### src/rtl/rom_arb_pkg.sv
// Shared types for the two-port ROM arbiter.
// State encoding, owner encoding, grant vectors and default widths.
package rom_arb_pkg;

    localparam int ADDR_W_DEF = 7;
    localparam int DATA_W_DEF = 32;

    typedef enum logic [1:0] {
        IDLE = 2'd0,
        LOOK = 2'd1,
        RESP = 2'd2
    } state_t;

    typedef enum logic {
        OWN_IF = 1'b0,
        OWN_LD = 1'b1
    } owner_t;

    localparam logic [1:0] GNT_IF = 2'b01;
    localparam logic [1:0] GNT_LD = 2'b10;

endpackage

### src/rtl/rom_arb_pick.sv
// Grant selection between fetch and load requesters.
// ROM_ARB_RR_EN selects round-robin; otherwise load has fixed priority.
module rom_arb_pick
    import rom_arb_pkg::*;
(
    input  logic       if_valid,
    input  logic       ld_valid,
    input  owner_t     last,
    output logic [1:0] gnt
);

`ifdef ROM_ARB_RR_EN
    always_comb begin
        gnt = '0;
        unique case (1'b1)
            (if_valid & ld_valid):  gnt = (last == OWN_LD) ? GNT_IF : GNT_LD;
            (ld_valid & ~if_valid): gnt = GNT_LD;
            (if_valid & ~ld_valid): gnt = GNT_IF;
            default:                gnt = '0;
        endcase
    end
`else
    logic unused_last;
    assign unused_last = (last == OWN_LD);

    always_comb begin
        gnt = '0;
        unique case (1'b1)
            ld_valid:               gnt = GNT_LD;
            (if_valid & ~ld_valid): gnt = GNT_IF;
            default:                gnt = '0;
        endcase
    end
`endif

endmodule

### src/rtl/rom_arbiter.sv
// Arbitrates fetch and load ports onto one combinational ROM, one transaction at a time.
// Define ROM_ARB_RR_EN for round-robin arbitration (default: load over fetch).
module rom_arbiter
    import rom_arb_pkg::*;
#(
    parameter int ADDR_W = ADDR_W_DEF,
    parameter int DATA_W = DATA_W_DEF
) (
    input  logic              clk,
    input  logic              rst,
    input  logic              if_req_valid,
    output logic              if_req_ready,
    input  logic [ADDR_W-1:0] if_req_addr,
    output logic              if_rsp_valid,
    input  logic              if_rsp_ready,
    output logic [DATA_W-1:0] if_rsp_data,
    output logic              if_rsp_err,
    input  logic              ld_req_valid,
    output logic              ld_req_ready,
    input  logic [ADDR_W-1:0] ld_req_addr,
    output logic              ld_rsp_valid,
    input  logic              ld_rsp_ready,
    output logic [DATA_W-1:0] ld_rsp_data,
    output logic              ld_rsp_err,
    output logic [ADDR_W-1:0] rom_addr,
    input  logic [DATA_W-1:0] rom_data,
    output logic              rom_rst_n
);

    state_t            state;
    state_t            state_nxt;
    owner_t            owner;
    owner_t            last;
    logic [1:0]        gnt;
    logic              accept;
    logic              rsp_hs;
    logic              misal;
    logic [ADDR_W-1:0] addr_q;
    logic [DATA_W-1:0] data_q;
    logic              err_q;

    rom_arb_pick u_pick (
        .if_valid (if_req_valid),
        .ld_valid (ld_req_valid),
        .last     (last),
        .gnt      (gnt)
    );

    assign accept = (state == IDLE) & ~rst & (|gnt);
    assign rsp_hs = (owner == OWN_IF) ? if_rsp_ready : ld_rsp_ready;
    assign misal  = |addr_q[1:0];

    always_ff @(posedge clk) begin
        if (rst) state <= IDLE;
        else     state <= state_nxt;
    end

    always_comb begin
        state_nxt = state;
        unique case (state)
            IDLE:    if (accept) state_nxt = LOOK;
            LOOK:    state_nxt = RESP;
            RESP:    if (rsp_hs) state_nxt = IDLE;
            default: state_nxt = IDLE;
        endcase
    end

    always_comb begin
        if_req_ready = accept & gnt[0];
        ld_req_ready = accept & gnt[1];
        if_rsp_valid = (state == RESP) & (owner == OWN_IF);
        ld_rsp_valid = (state == RESP) & (owner == OWN_LD);
        if_rsp_data  = (owner == OWN_IF) ? data_q : '0;
        ld_rsp_data  = (owner == OWN_LD) ? data_q : '0;
        if_rsp_err   = (owner == OWN_IF) & err_q;
        ld_rsp_err   = (owner == OWN_LD) & err_q;
    end

    // The latched address doubles as rom_addr, so it only moves on a grant.
    always_ff @(posedge clk) begin
        if (rst) begin
            owner  <= OWN_IF;
            addr_q <= '0;
            data_q <= '0;
            err_q  <= 1'b0;
        end else begin
            if (accept) begin
                owner  <= gnt[1] ? OWN_LD : OWN_IF;
                addr_q <= gnt[1] ? ld_req_addr : if_req_addr;
            end
            if (state == LOOK) begin
                err_q  <= misal;
                data_q <= misal ? '0 : rom_data;
            end
        end
    end

`ifdef ROM_ARB_RR_EN
    owner_t last_q;

    always_ff @(posedge clk) begin
        if (rst)         last_q <= OWN_LD;
        else if (accept) last_q <= gnt[1] ? OWN_LD : OWN_IF;
    end

    assign last = last_q;
`else
    assign last = OWN_LD;
`endif

    assign rom_addr  = addr_q;
    assign rom_rst_n = ~rst;

endmodule

### config.mk
export PLATFORM = sky130hd
export DESIGN_NAME = rom_arbiter
export DESIGN_NICKNAME = d
export VERILOG_FILES = /design/src/rtl/rom_arb_pkg.sv /design/src/rtl/rom_arb_pick.sv /design/src/rtl/rom_arbiter.sv
export SDC_FILE = /design/constraint.sdc
export NUM_CORES = 1
export LEC_CHECK = 0
export BUFFER_PORTS_ARGS = -buffer_cell sky130_fd_sc_hd__buf_2
export CORE_MARGIN = 2
export CORE_UTILIZATION = 41
export CTS_BUF_LIST = sky130_fd_sc_hd__clkbuf_8
export DETAILED_ROUTE_END_ITERATION = 10
export GPL_ROUTABILITY_DRIVEN = 0
export PLACE_DENSITY = 0.86
export RECOVER_POWER = 50
export SLEW_MARGIN = 20
export SYNTH_ARGS = -nofsm -noshare
export SYNTH_HDL_FRONTEND = slang
export SYNTH_SLANG_ARGS = --single-unit
### constraint.sdc
create_clock -name clk -period 2.7 [get_ports clk]
set_input_delay 0.54 -clock clk [delete_from_list [all_inputs] [get_ports clk]]
set_output_delay 0.54 -clock clk [all_outputs]
set_load 0.01 [all_outputs]
==> summary.md, run 1 <==
| Metric | Value |
|---|---|
| Non-filler cells, final | `428` |
| Syn_area_per_cell | `roughly 9.7 sq um` |
| Vias | `2,003` |
| Req. time, crit path | `2.16 ns` |
| Yosys cell types | `25` |
| Maximum root-to-sink buffer count | `2` |
| First drt pass iteration count | `4` |
| IO buf count | `roughly 130` |
| GRT Overall Usage | `16.0%` |
| Core Box Area | `5440 sq um` |
| Critical Path Slowest Stage Cell | `dfxtp_2` |
| Vias per Instance | `between 4 and 5` |
| Setup Skew | `0.00621 ns` |
| Die area | `slightly above 6000 sq um` |
| Die Span Y | `78.8 microns` |
| Arrival @ worst endpoint | `between 1 and 1.5 ns` |
| Drt wl/cell | `approximately 12 microns` |
| Initial antenna violation count | `0` |
| Clock root buffer | `clkbuf_8` |
| Leak | `1.40 nW` |
| Layout cell share with drive strength beyond 1 | `44.9%` |
| Starting Density | `42.1%` |
| First-pass GRT wire length | `8110 microns` |
| Mapped Cells | `236` |
| Clk pin slew, worst setup/hold paths | `0.08 ns` |
| Sequential share of the synthesized area | `37.6%` |
| PD cells | `494 nW/um^2` |
| Setup TNS | `0 ns` |
| Post-route DRC | `0` |
| Worst path buffer plus inverter count | `2` |
| TritonCTS buffer count | `5` |
| Most frequent cells in the layout | `buf_2 (113), dfxtp_1 (42), and2_1 (34)` |
| Setup crit end kind | `output pin` |
| Yosys warning count | `0` |
| Clock Latency Late Sink | `approximately 0.29 ns` |
| Final #Nets | `about 410` |
| Rel. slew slack | `55.4%` |
| Placed cell area | `2960 sq um` |
| CTS tree | `yes` |
| CP delay by family, top | `flip-flops` |
| Site Rows | `27` |
| Routed wire length | `4950 microns` |
| Maximum VDD drop | `0.000274 V` |
| CTS-repair resized insts | `0` |
| Min-Delay Path Class | `primary input to flop` |
| Final period utilization | `between 70% and 80%` |
| CP Cell Sequence | `buf_4, and2_1, buf_2` |
| Peak Freq | `493 MHz` |
| Clk sink count | `43` |
| # H-tree levels | `2` |
| Final number of setup-violating endpoints | `0` |
| Total of max-cap violations | `0` |
| Hold WS | `0.486 ns` |
| # diodes | `0` |
| Worst Setup Path Type | `flop to output pin` |
| Ports | `130` |
| Remaining global-route overflow | `0` |
| Final instance area | `2870 sq um` |
| CP peak stage delay | `0.60 ns` |
| Final Max Tran Viols | `0` |
| Least-Margin Pin Slew | `0.669 ns` |
| Tmin final | `2.03 ns` |
| Routed Antenna Nets | `0` |
| DP HPWL | `3720 microns` |
| Crit start category | `flop` |
| Placed Cells | `420` |
| #FFs+latches synth | `43` |
| Outcome | `complete, no violations` |
| Post-Synthesis Net Count | `288` |
| RSZ-0062 raised after global routing | `no` |
| Vias in the first global route | `1,822` |
| Area growth syn-to-layout | `25.4%` |
| CP Max Fanout | `26` |
| Iter 0 DRT Violations | `47` |
| Commonest non-fill, non-tap cell in the layout | `buf_2` |
| Die X | `78.8 microns` |
| Hold-fix buffers at CTS | `0` |
| Final Hold Fails | `0` |
| Post-Synthesis Cell Area | `2290 sq um` |
| Post-CTS repair timing setup buffer count | `0` |
| Largest net degree at the start of global routing | `44` |
cells in the mapped netlist, drive strengths merged:
master  number  area (sq um)
a211oi       8          60.1
a21oi        8          40.0
a22oi       33           393
and2        35           219
and3b        2          18.8
buf         11          87.6
clkbuf      12          45.0
dfxtp       43           861
inv          2          7.51
mux2i        8          80.1
nand2b       1          6.26
nand3b       1          7.51
nor2        35           204
nor2b       32           200
nor3         1          16.3
nor3b        1          7.51
nor4b        1          23.8
or2          1          6.26
or3b         1          8.76
through the flow:
| stage | utilization [%] | power [mW] | setup WS, ns |
|---|---|---|---|
| 3_5_place_dp | 54.4 | 1.10 | 0.773 |
| 4_1_cts | 55.9 | 1.49 | 0.638 |
| 3_3_place_gp | 54.4 | 1.08 | 0.769 |
| 6_report | 52.8 | 1.42 | 0.670 |
| 5_1_grt | 52.8 | 1.50 | 0.547 |
| 2_1_floorplan | - | 0.980 | 0.765 |
layout make-up:
class / count / area, sq um
clock buffers: 5 / 68.8
well taps: 72 / 90.1
repair buffers: 135 / 683
inverters: 2 / 7.51
clock inverters: 3 / 16.3
fillers: 537 / 2560
flip-flops and latches: 43 / 862
multi-input cells: 168 / 1150
cell families after synthesis:
kind of cell    synth area share (%)
compound gates                  21.5
simple gates                    31.3
mux                             3.49
flops                           37.6
buf+inv                         6.11
worst paths after layout:
path / startpoint / endpoint / slack, ns / cells after the start
min reg2reg: err_q$_SDFFE_PP0N_ / err_q$_SDFFE_PP0N_ / 0.49 / 2
min: rom_data[13] / data_q[13]$_SDFFE_PP0N_ / 0.49 / 3
max reg2reg: state[0]$_SDFFE_PP0P_ / data_q[3]$_SDFFE_PP0N_ / 1.07 / 4
max: owner$_SDFFE_PP0P_ / ld_rsp_data[21] / 0.67 / 3
report_power, final:
group          switching [mW]  internal, mW
combinational           0.168         0.143
clock                   0.209         0.177
sequential             0.0431         0.680
registers in the layout (all words and copies together) (netlist names):
name and cells:
state 2, data_q 32, err_q 1, rom_addr 7, owner 1
per-layer routing:
layer / track usage (%) / share of wire (%)
met5: 0 / 0
met4: 4.56 / 0.47
met3: 4.89 / 8.6
met2: 27.4 / 47
met1: 19.4 / 44
worst min-delay path, stage by stage:
cell,delay (ns)
buf_2,0.07
a22oi_1,0.05
nor2_1,0.08
No activity file was read; power rests on OpenSTA's default activity.
==> run 2, diff against run 1 <==
PLACE_DENSITY = 0.89   (was 0.86)
clock period = 1.68 ns   (was 2.7 ns; I/O delays follow)
==> run 2 against run 1 <==
  * Total power grew 67%
  * Routed wire length increased by 2.5%
  * Final cell count up 0.70%
  * Die area did not move
  * First-iteration DRC count decreased by 40%
  * Highest routed layer unchanged
==> summary.md, run 2 (synthesized netlist as in run 1, its figures left out) <==
| Metric | Value |
|---|---|
| Leak | `1.44 nW (+2.4%)` |
| Rel. slew slack | `74.4% (+19 points)` |
| Die X | `78.8 microns (unchanged)` |
| Maximum VDD drop | `0.000392 V (+43%)` |
| # H-tree levels | `2 (unchanged)` |
| CP peak stage delay | `0.38 ns (-0.22 ns)` |
| Outcome | `complete, no violations` |
| Arrival @ worst endpoint | `1.23 ns (-0.26 ns)` |
| Crit start category | `flop` |
| Final #Nets | `410 (+0.74%)` |
| Drt wl/cell | `11.8 microns (+1.8%)` |
| Setup TNS | `0 ns (unchanged)` |
| Least-Margin Pin Slew | `0.383 ns (-0.286 ns)` |
| IO buf count | `129 (unchanged)` |
| Vias in the first global route | `1,863 (+2.3%)` |
| Min-Delay Path Class | `primary input to flop` |
| Clock root buffer | `clkbuf_8` |
| Clk pwr share | `29.3% (+2.1 points)` |
| First-pass GRT wire length | `7960 microns (-1.9%)` |
| GRT Overall Usage | `16.0% (about the same)` |
| CP Max Fanout | `37 (+42%)` |
| DP HPWL | `3830 microns (+2.8%)` |
| Largest Register | `data_q` |
| Sw power | `671 uW (+60%)` |
| Layout cell share with drive strength beyond 1 | `47.4% (+2.4 points)` |
| Maximum root-to-sink buffer count | `2 (unchanged)` |
| Critical Path Slowest Stage Cell | `dfxtp_2` |
| Comb pwr share | `22.1% (+0.2 points)` |
| Final number of setup-violating endpoints | `0 (unchanged)` |
| Hold WS | `0.281 ns (-0.205 ns)` |
| Remaining global-route overflow | `0 (unchanged)` |
| Iter 0 DRT Violations | `28 (-40%)` |
| CTS tree | `yes` |
| Final Hold Fails | `0 (unchanged)` |
| First drt pass iteration count | `4 (unchanged)` |
| Worst path buffer plus inverter count | `2 (unchanged)` |
| Final period utilization | `93.5%` |
| RSZ-0062 raised after global routing | `no` |
| Clk sink count | `43 (unchanged)` |
| Clock Latency Late Sink | `0.29 ns (about the same)` |
| Die area | `6200 sq um (unchanged)` |
| Clk pin slew, worst setup/hold paths | `0.08 ns (about the same)` |
| Total internal power | `1.70 mW (+70%)` |
| Vias | `2,021 (+0.90%)` |
| Req. time, crit path | `1.34 ns (-0.82 ns)` |
| PD cells | `811 nW/um^2 (+64%)` |
| Largest net degree at the start of global routing | `38 (-14%)` |
| Tmin final | `1.57 ns` |
| Starting Density | `42.1% (unchanged)` |
| Routed wire length | `5070 microns (+2.5%)` |
| # diodes | `0 (unchanged)` |
| Setup crit end kind | `output pin` |
| Max reg flops | `32 (unchanged)` |
| CP delay by family, top | `flip-flops` |
| Area growth syn-to-layout | `27.5%` |
| Most frequent cells in the layout | `buf_2 (116), dfxtp_1 (42), and2_1 (32), nor2b_1 (32), a22oi_1 (30)` |
| Ports | `130 (unchanged)` |
| Routed Antenna Nets | `0 (unchanged)` |
| Vias per Instance | `4.69 (+0.20%)` |
| Initial antenna violation count | `0 (unchanged)` |
| Core Box Area | `5440 sq um (unchanged)` |
| Die Span Y | `78.8 microns (unchanged)` |
| Worst Setup Path Type | `flop to output pin` |
| Reg power frac | `48.6% (-2.3 points)` |
| Peak Freq | `637 MHz` |
| Total of max-cap violations | `0 (unchanged)` |
| Setup Skew | `0.00347 ns (-0.00273 ns)` |
| Commonest non-fill, non-tap cell in the layout | `buf_2` |
| Final Max Tran Viols | `0 (unchanged)` |
| Site Rows | `27 (unchanged)` |
| TritonCTS buffer count | `5 (unchanged)` |
| CP Cell Sequence | `buf_12, nor3b_1, buf_2` |
| Sw Share | `28.3% (-1.3 points)` |
| Post-route DRC | `0 (unchanged)` |
-- run 2: cell count changes in the layout (fill, tap and decap cells not counted), sizes merged --
cell / change
clkbuf: +1
clkinv: -1
buf: +4
clkinvlp: -1
-- run 2: power groups by stage --
stage               Sequential [mW]  Combinational [mW]  Clock (mW)
finish                         1.15               0.523       0.694
global route                   1.17               0.580       0.754
CTS                            1.16               0.590       0.724
detailed placement             1.18               0.590           0
global placement               1.18               0.575           0
floorplan                      1.17               0.407           0
-- run 2: area by class of cell --
cell class | instances | area [sq um]
clock inverters | 1 | 3.75
repair buffers | 138 | 708
inverters | 2 | 7.51
clock buffers | 7 | 96.3
well taps | 72 | 90.1
fillers | 530 | 2520
multi-input cells | 168 | 1150
flip-flops and latches | 43 | 862
-- run 2: layer usage --
layer | wire length, microns | global-route usage [%] | part of all wire [%]
met2 | 2450 | 29.3 | 48
met3 | 413 | 5.00 | 8.1
met4 | 52 | 5.61 | 1.0
met5 | 0 | 0 | 0
met1 | 2160 | 17.3 | 43
-- run 2: through the flow --
stage          instance area [sq um]  setup slack (ns)  power [mW]  utilization [%]  instances
2_1_floorplan                   2290             0.153        1.58                -        236
3_3_place_gp                    2980             0.271        1.75             54.8        423
3_5_place_dp                    2980             0.184        1.77             54.8        423
4_1_cts                         3080            0.0459        2.47             56.6        431
5_1_grt                         2920            0.0457        2.50             53.7        431
6_report                        2920             0.110        2.37             53.7        431
-- run 2: path summary, 6_finish.rpt --
| path | startpoint | end | slack (ns) | cells after the start |
|---|---|---|---|---|
| worst max-delay path | owner$_SDFFE_PP0P_ | if_rsp_valid | 0.11 | 3 |
| worst min-delay path | rom_data[7] | data_q[7]$_SDFFE_PP0N_ | 0.28 | 3 |
| worst max register to register | state[1]$_SDFFE_PP0P_ | rom_addr[6]$_SDFFE_PP0P_ | 0.18 | 4 |
| worst min register to register | err_q$_SDFFE_PP0N_ | err_q$_SDFFE_PP0N_ | 0.49 | 2 |
-- run 2: timing repair --
item                                   in CTS  in global routing
buffers inserted                            0                  0
resized for setup                           0                  1
setup endpoints to repair                   0                  7
endpoints found under the hold margin       0                  0
hold buffers                                0                  0
-- run 2: worst register-to-register path, stage by stage (launching register included) --
cell      delay, ns
dfxtp_1        0.40
nor3_4         0.24
clkbuf_2       0.21
and2_0         0.37
a211oi_1       0.14
